--- src/rtl/track_motor_scheduler.sv ---
// track_motor_scheduler: frame-rate pan/tilt step scheduler.
// Once per v_sync rising edge it samples the tracker, runs the
// IDLE/TRACK/HOLD/SEARCH/HOME state machine and offers one signed
// pan/tilt step over a valid/ready handshake. It also accumulates
// the saturated pan/tilt position.
// Optional feature macro: TRACK_SEARCH_EN enables the SEARCH sweep.
// Without this macro, HOLD falls back to HOME when the target is off.
module track_motor_scheduler #(
    parameter int CX           = 320,
    parameter int CY           = 240,
    parameter int DEADBAND     = 10,
    parameter int GAIN_SHIFT   = 3,
    parameter int MAX_STEP     = 31,
    parameter int SEARCH_STEP  = 8,
    parameter int SEARCH_LIMIT = 200
) (
    input  logic               clk,
    input  logic               reset_n,
    input  logic               v_sync,
    input  logic [9:0]         aim_x,
    input  logic [9:0]         aim_y,
    input  logic               aim_detected,
    input  logic               target_off,
    output logic               cmd_valid,
    input  logic               cmd_ready,
    output logic signed [7:0]  cmd_pan,
    output logic signed [7:0]  cmd_tilt,
    output logic signed [11:0] pan_pos,
    output logic signed [11:0] tilt_pos,
    output logic [2:0]         state,
    output logic               lock,
    output logic [7:0]         drop_cnt
);

    typedef enum logic [2:0] {
        IDLE   = 3'd0,
        TRACK  = 3'd1,
        HOLD   = 3'd2,
        SEARCH = 3'd3,
        HOME   = 3'd4
    } state_t;

    localparam logic [9:0]         CX_W    = 10'(CX);
    localparam logic [9:0]         CY_W    = 10'(CY);
    localparam logic signed [10:0] DB_W    = 11'(DEADBAND);
    localparam logic signed [10:0] MAX11   = 11'(MAX_STEP);
    localparam logic signed [11:0] MAX12   = 12'(MAX_STEP);
    localparam logic signed [12:0] POS_MAX = 13'sd2047;

    state_t             st;
    logic               v_sync_q;
    logic               tick;
    logic               accept;
    logic signed [11:0] proj_pan;
    logic signed [11:0] proj_tilt;

    state_t             nxt_st;
    logic signed [7:0]  nxt_pan;
    logic signed [7:0]  nxt_tilt;
    logic               nxt_issue;
    logic               nxt_lock;
    logic               go_home;

    // Signed error from the screen centre, then deadband, gain, clamp, and minimum step of 1.
    function automatic logic signed [7:0] err_step(input logic [9:0] aim, input logic [9:0] centre);
        logic signed [10:0] e;
        logic signed [10:0] mag;
        logic signed [10:0] sh;
        logic signed [10:0] s;
        e   = $signed({1'b0, aim}) - $signed({1'b0, centre});
        mag = (e < 11'sd0) ? -e : e;
        sh  = e >>> GAIN_SHIFT;
        if (mag <= DB_W)
            s = '0;
        else if (sh > MAX11)
            s = MAX11;
        else if (sh < -MAX11)
            s = -MAX11;
        else if (sh == 11'sd0)
            s = (e < 11'sd0) ? -11'sd1 : 11'sd1;
        else
            s = sh;
        return s[7:0];
    endfunction

    // Step toward zero, limited to MAX_STEP.
    function automatic logic signed [7:0] home_step(input logic signed [11:0] pos);
        logic signed [11:0] r;
        if (pos > MAX12)
            r = -MAX12;
        else if (pos < -MAX12)
            r = MAX12;
        else
            r = -pos;
        return r[7:0];
    endfunction

    // Add the sign-extended step, then saturate to +/-2047.
    function automatic logic signed [11:0] sat_add(input logic signed [11:0] pos, input logic signed [7:0] step);
        logic signed [12:0] sum;
        sum = {pos[11], pos} + {{5{step[7]}}, step};
        if (sum > POS_MAX)
            return 12'sd2047;
        else if (sum < -POS_MAX)
            return -12'sd2047;
        else
            return sum[11:0];
    endfunction

    assign accept = cmd_valid & cmd_ready;
    assign state  = st;

    // Home and search decisions use the position as it stands after any same-cycle accept.
    // This prevents the old command from being counted twice when computing the next step.
    assign proj_pan  = accept ? sat_add(pan_pos, cmd_pan)   : pan_pos;
    assign proj_tilt = accept ? sat_add(tilt_pos, cmd_tilt) : tilt_pos;

`ifdef TRACK_SEARCH_EN
    localparam logic signed [12:0] SSTEP13 = 13'(SEARCH_STEP);
    localparam logic signed [12:0] LIM13   = 13'(SEARCH_LIMIT);
    localparam logic signed [7:0]  SSTEP8  = 8'(SEARCH_STEP);

    logic               dir;
    logic               base_dir;
    logic               srch_dir;
    logic signed [12:0] reach;
    logic signed [7:0]  srch_step;

    // Sweep step: keep the current direction unless the projected position would pass the limit.
    always_comb begin
        base_dir  = (st == SEARCH) ? dir : 1'b1;
        reach     = {proj_pan[11], proj_pan} + (base_dir ? SSTEP13 : -SSTEP13);
        srch_dir  = ((reach > LIM13) || (reach < -LIM13)) ? ~base_dir : base_dir;
        srch_step = srch_dir ? SSTEP8 : -SSTEP8;
    end
`endif

    // Next state and command for this tick. The command follows the state being entered.
    always_comb begin
        nxt_st    = st;
        nxt_pan   = '0;
        nxt_tilt  = '0;
        nxt_issue = 1'b0;
        go_home   = 1'b0;
        if (aim_detected) begin
            nxt_st    = TRACK;
            nxt_pan   = err_step(aim_x, CX_W);
            nxt_tilt  = err_step(aim_y, CY_W);
            nxt_issue = 1'b1;
        end else begin
            case (st)
                TRACK: begin
                    nxt_st    = HOLD;
                    nxt_issue = 1'b1;
                end
                HOLD: begin
                    if (target_off) begin
`ifdef TRACK_SEARCH_EN
                        nxt_st    = SEARCH;
                        nxt_pan   = srch_step;
                        nxt_issue = 1'b1;
`else
                        go_home   = 1'b1;
`endif
                    end else begin
                        nxt_issue = 1'b1;
                    end
                end
`ifdef TRACK_SEARCH_EN
                SEARCH: begin
                    nxt_pan   = srch_step;
                    nxt_issue = 1'b1;
                end
`endif
                HOME:    go_home = 1'b1;
                default: nxt_st  = st;
            endcase
            if (go_home) begin
                if (proj_pan == '0 && proj_tilt == '0) begin
                    nxt_st = IDLE;
                end else begin
                    nxt_st    = HOME;
                    nxt_pan   = home_step(proj_pan);
                    nxt_tilt  = home_step(proj_tilt);
                    nxt_issue = 1'b1;
                end
            end
        end
        nxt_lock = nxt_issue && (nxt_st == TRACK) && (nxt_pan == '0) && (nxt_tilt == '0);
    end

    // Frame tick detection, handshake accumulation, drop counting and state/command registers.
    always_ff @(posedge clk or negedge reset_n) begin
        if (!reset_n) begin
            v_sync_q  <= 1'b0;
            tick      <= 1'b0;
            st        <= IDLE;
            cmd_valid <= 1'b0;
            cmd_pan   <= '0;
            cmd_tilt  <= '0;
            pan_pos   <= '0;
            tilt_pos  <= '0;
            lock      <= 1'b0;
            drop_cnt  <= '0;
`ifdef TRACK_SEARCH_EN
            dir       <= 1'b1;
`endif
        end else begin
            v_sync_q <= v_sync;
            tick     <= v_sync & ~v_sync_q;
            if (accept) begin
                pan_pos   <= proj_pan;
                tilt_pos  <= proj_tilt;
                cmd_valid <= 1'b0;
            end
            if (tick) begin
                if (cmd_valid && !cmd_ready) begin
                    if (drop_cnt != '1)
                        drop_cnt <= drop_cnt + 8'd1;
                end else begin
                    st   <= nxt_st;
                    lock <= nxt_lock;
                    if (nxt_issue) begin
                        cmd_valid <= 1'b1;
                        cmd_pan   <= nxt_pan;
                        cmd_tilt  <= nxt_tilt;
                    end
`ifdef TRACK_SEARCH_EN
                    if (nxt_st == SEARCH)
                        dir <= srch_dir;
`endif
                end
            end
        end
    end

endmodule

--- config.mk ---
export PLATFORM = sky130hd
export DESIGN_NAME = track_motor_scheduler
export DESIGN_NICKNAME = d
export VERILOG_FILES = /design/src/rtl/track_motor_scheduler.sv
export SDC_FILE = /design/constraint.sdc
export NUM_CORES = 1
export LEC_CHECK = 0
export BUFFER_PORTS_ARGS = -buffer_cell sky130_fd_sc_hd__clkbuf_2
export CORE_MARGIN = 2
export CORE_UTILIZATION = 38
export CTS_CLUSTER_DIAMETER = 80
export DETAILED_ROUTE_END_ITERATION = 16
export SLEW_MARGIN = 0
export SYNTH_ARGS = -nofsm -noshare
export SYNTH_HDL_FRONTEND = slang
export SYNTH_SLANG_ARGS = --single-unit
--- constraint.sdc ---
create_clock -name clk -period 6.51 [get_ports clk]
set_input_delay 0.9765 -clock clk [delete_from_list [all_inputs] [get_ports clk]]
set_output_delay 0.9765 -clock clk [all_outputs]
set_load 0.005 [all_outputs]
==> results.cfg <==
[outcome]
outcome = complete, no violations

[cells_and_area]
n_antenna_cell = 0
fin_nets = 865
fillCellCount = 1497
area_delta_synth_final_pct = 11.83
regArea_sq_um = 1376
drive_above_1_share_pct = 15.89
multi_input_area_sq_um = 4084

[worst_setup_path]
rr_startpoint = pan_pos[0]$_DFFE_PN0P_
reg2regPathDepth = 17
cpMostUsedCell = ha_1
crit_end = cmd_tilt[3]$_DFFE_PN0P_
path_buf_inv = 3
cpPeakStageDelay_ps = 680
worst-setup-path-type = register to register
worstSetupEndpointType = register
rr_endpoint = cmd_tilt[3]$_DFFE_PN0P_
crit_slowest_cell = a211oi_1
critical-path-top-delay-family = compound AO/OA/AOI/OAI gates
crit_arrival_ps = 5440
crit_required_ps = 6700
path_cells = ha_1 -> inv_1 -> fa_1 -> nor2b_1 -> o2111ai_1 -> a31o_2 -> a211oi_1 -> nand3_1 -> o21ai_2 -> o22a_1 -> inv_2 -> ha_1 -> nand4_1 -> o31ai_4 -> a21oi_2 -> buf_4 -> mux2_4
worstSetupStartpoint = pan_pos[0]$_DFFE_PN0P_
reg2reg_slack_ps = 1260
crit_cells = 17
start_kind = register
worst-path-max-fanout = 16

[drt]
routed_wl_microns = 15860
wl_per_cell_microns = 16.13
viasPerCell = 5.763
drt_iter0_markers = 545
drc = 0
postRouteAntennaNets = 0
vias = 5665
drtPass1Iterations = 5

[power]
power_uw = 4015
sw_frac_of_total_pct = 54.84
switchingPower_uw = 2202
cellInternalPower_uw = 1813
p_leak_uw = 0.002780
combPwrFrac_pct = 76.1
ir_worst_vdd_uv = 191.8
seqPwrFrac_pct = 16.9
clkPwrFrac_pct = 6.9
powerDensity_nw_per_um2 = 628.5

[timing]
setup_tns_ps = 0
hold_violations = 0
fin_crit_ps = 5247
report.final.slew_viol_count = 0
finalCritPeriodShare_pct = 80.60
slew_headroom_pct = 43.27
setup_viol = 0
tightestPinTransition_ps = 840.3
clock.fmax_mhz = 190.6
rsz0062_at_grt = no
fin_skew_ps = 7.323

[yosys]
synthesis.nets = 800
ys_top_cells_by_count = nor2_1 (88), nand2_1 (69), a21oi_1 (62)
synth_area_leaders = dfrtp_1 (24%), ha_1 (8.5%), nor2_1 (5.8%), a21oi_1 (5.4%), nand2_1 (4.5%)
synth_seq_area_share_pct = 24.10
synth_edf_count = 0
synth_seq_cells = 55
yosys_warnings = 0
synthCells = 733
synth.distinct_cells = 86
syn_avg_cell_area_sq_um = 7.792
syn_area_sq_um = 5712
synth_most_common_cell = nor2_1
netlist.top_cell.by_area = dfrtp_1
async_flop_share_pct = 100.0
synth_top_area_share_pct = 24.10
synth_ff_type = dfrtp_1

[global_route]
grt_use_total_pct = 19.47
grt_pass1_wl_microns = 26080
antenna_found_initial = 0
grt_max_degree = 56
grt-ovfl-total = 0
grt_pass1_vias = 5235

[floorplan]
fp.dieW_microns = 126.6
io_pins = 79
num_rows = 44
die-area_sq_um = 16030
die_y_microns = 126.6
start_util_pct = 39.15
core_area_sq_um = 14590

[clock_tree]
cts_hold_buf = 0
cts_resized = 0
post-cts-setup-buffers = 0
clock_latency_ps = 300
h-tree-depth = 2
clock_path_buffers = 2
cts.sinks = 55
clk_pin_slew_worst_paths_ps = 80
cts_buffers = 5
cts_tree = yes
clockRootBuffer = clkbuf_16

[place]
port_buffers = 78
dp_hpwl_microns = 12440
gp_congestion = 0.8976

[job]
maxCapViolCount = 0

[min_path]
min-delay-path-class = register to register
hold_start = v_sync_q$_DFF_PN0_
## worst min-delay path by stage
stage                     end  cells after the start  slack [ps]
6_report       tick$_DFF_PN0_                      1         390
2_1_floorplan  tick$_DFF_PN0_                      1         380
5_1_grt        tick$_DFF_PN0_                      1         410
4_1_cts        tick$_DFF_PN0_                      1         400
3_3_place_gp   tick$_DFF_PN0_                      1         380
3_5_place_dp   tick$_DFF_PN0_                      1         390
## layout by cell type (no fill, tap or decap), types with 12 or more instances in the layout
cell,synthesis,final
a21oi_1,62,62
nand2_1,69,69
xor2_1,16,16
nand3_1,12,12
nor3_1,30,30
nand2b_1,12,12
clkbuf_2,1,78
xnor2_1,24,24
o21ai_0,48,48
ha_1,39,39
dfrtp_1,55,55
nor2_1,88,88
inv_1,33,33
a31oi_1,13,13
## cell families after synthesis
logic type	after synthesis	share of synthesized area, %
XOR/XNOR	40	6.134
AO/OA/AOI/OAI	244	29.99
flip-flops	55	24.10
buffers and inverters	59	4.403
adder cells (fa/ha/maj)	45	9.967
AND/OR/NAND/NOR	282	23.70
multiplexers	8	1.709
## state kept, by name (all words and copies together), names as in the netlist
name	cells
lock	1
drop_cnt	8
state	3
pan_pos	12
cmd_valid	1
tick	1
cmd_tilt	8
v_sync_q	1
tilt_pos	12
cmd_pan	8
## metal layers
metal,global-route usage (%),share of wire (%)
met1,28.47,49
met2,30.39,45
met3,2.531,4.9
met4,5.042,1.6
met5,0,0
## power by group through the flow
| stage | clock network, uW | registers (uW) | logic [uW] |
|---|---|---|---|
| after global routing | 297 | 705 | 3410 |
| final | 278 | 680 | 3060 |
| after detailed placement | 0 | 687 | 3000 |
| after floorplan | 0 | 623 | 2320 |
| after global placement | 0 | 686 | 3020 |
| after CTS | 285 | 680 | 3020 |
## stage by stage
stage	hold slack, ps	cell area, sq um	setup slack, ps	cells	util, %
2_1_floorplan	377.7	5712	2448	733	-
3_3_place_gp	381.2	6242	1332	975	42.79
3_5_place_dp	385.3	6242	1341	975	42.79
4_1_cts	396.1	6387	1302	983	43.78
5_1_grt	412.1	6387	980.1	983	43.78
6_report	393.9	6387	1263	983	43.78
## final cells by class
type                            count  share of cell area [%]
Sequential cell                    55                   21.55
Clock buffer                        6                   2.018
Tap cell                          184                   3.604
Multi-Input combinational cell    619                   63.94
Clock inverter                      2                  0.2547
Timing Repair Buffer               82                   6.582
Inverter                           35                   2.057
No activity file was read; power rests on OpenSTA's default activity.
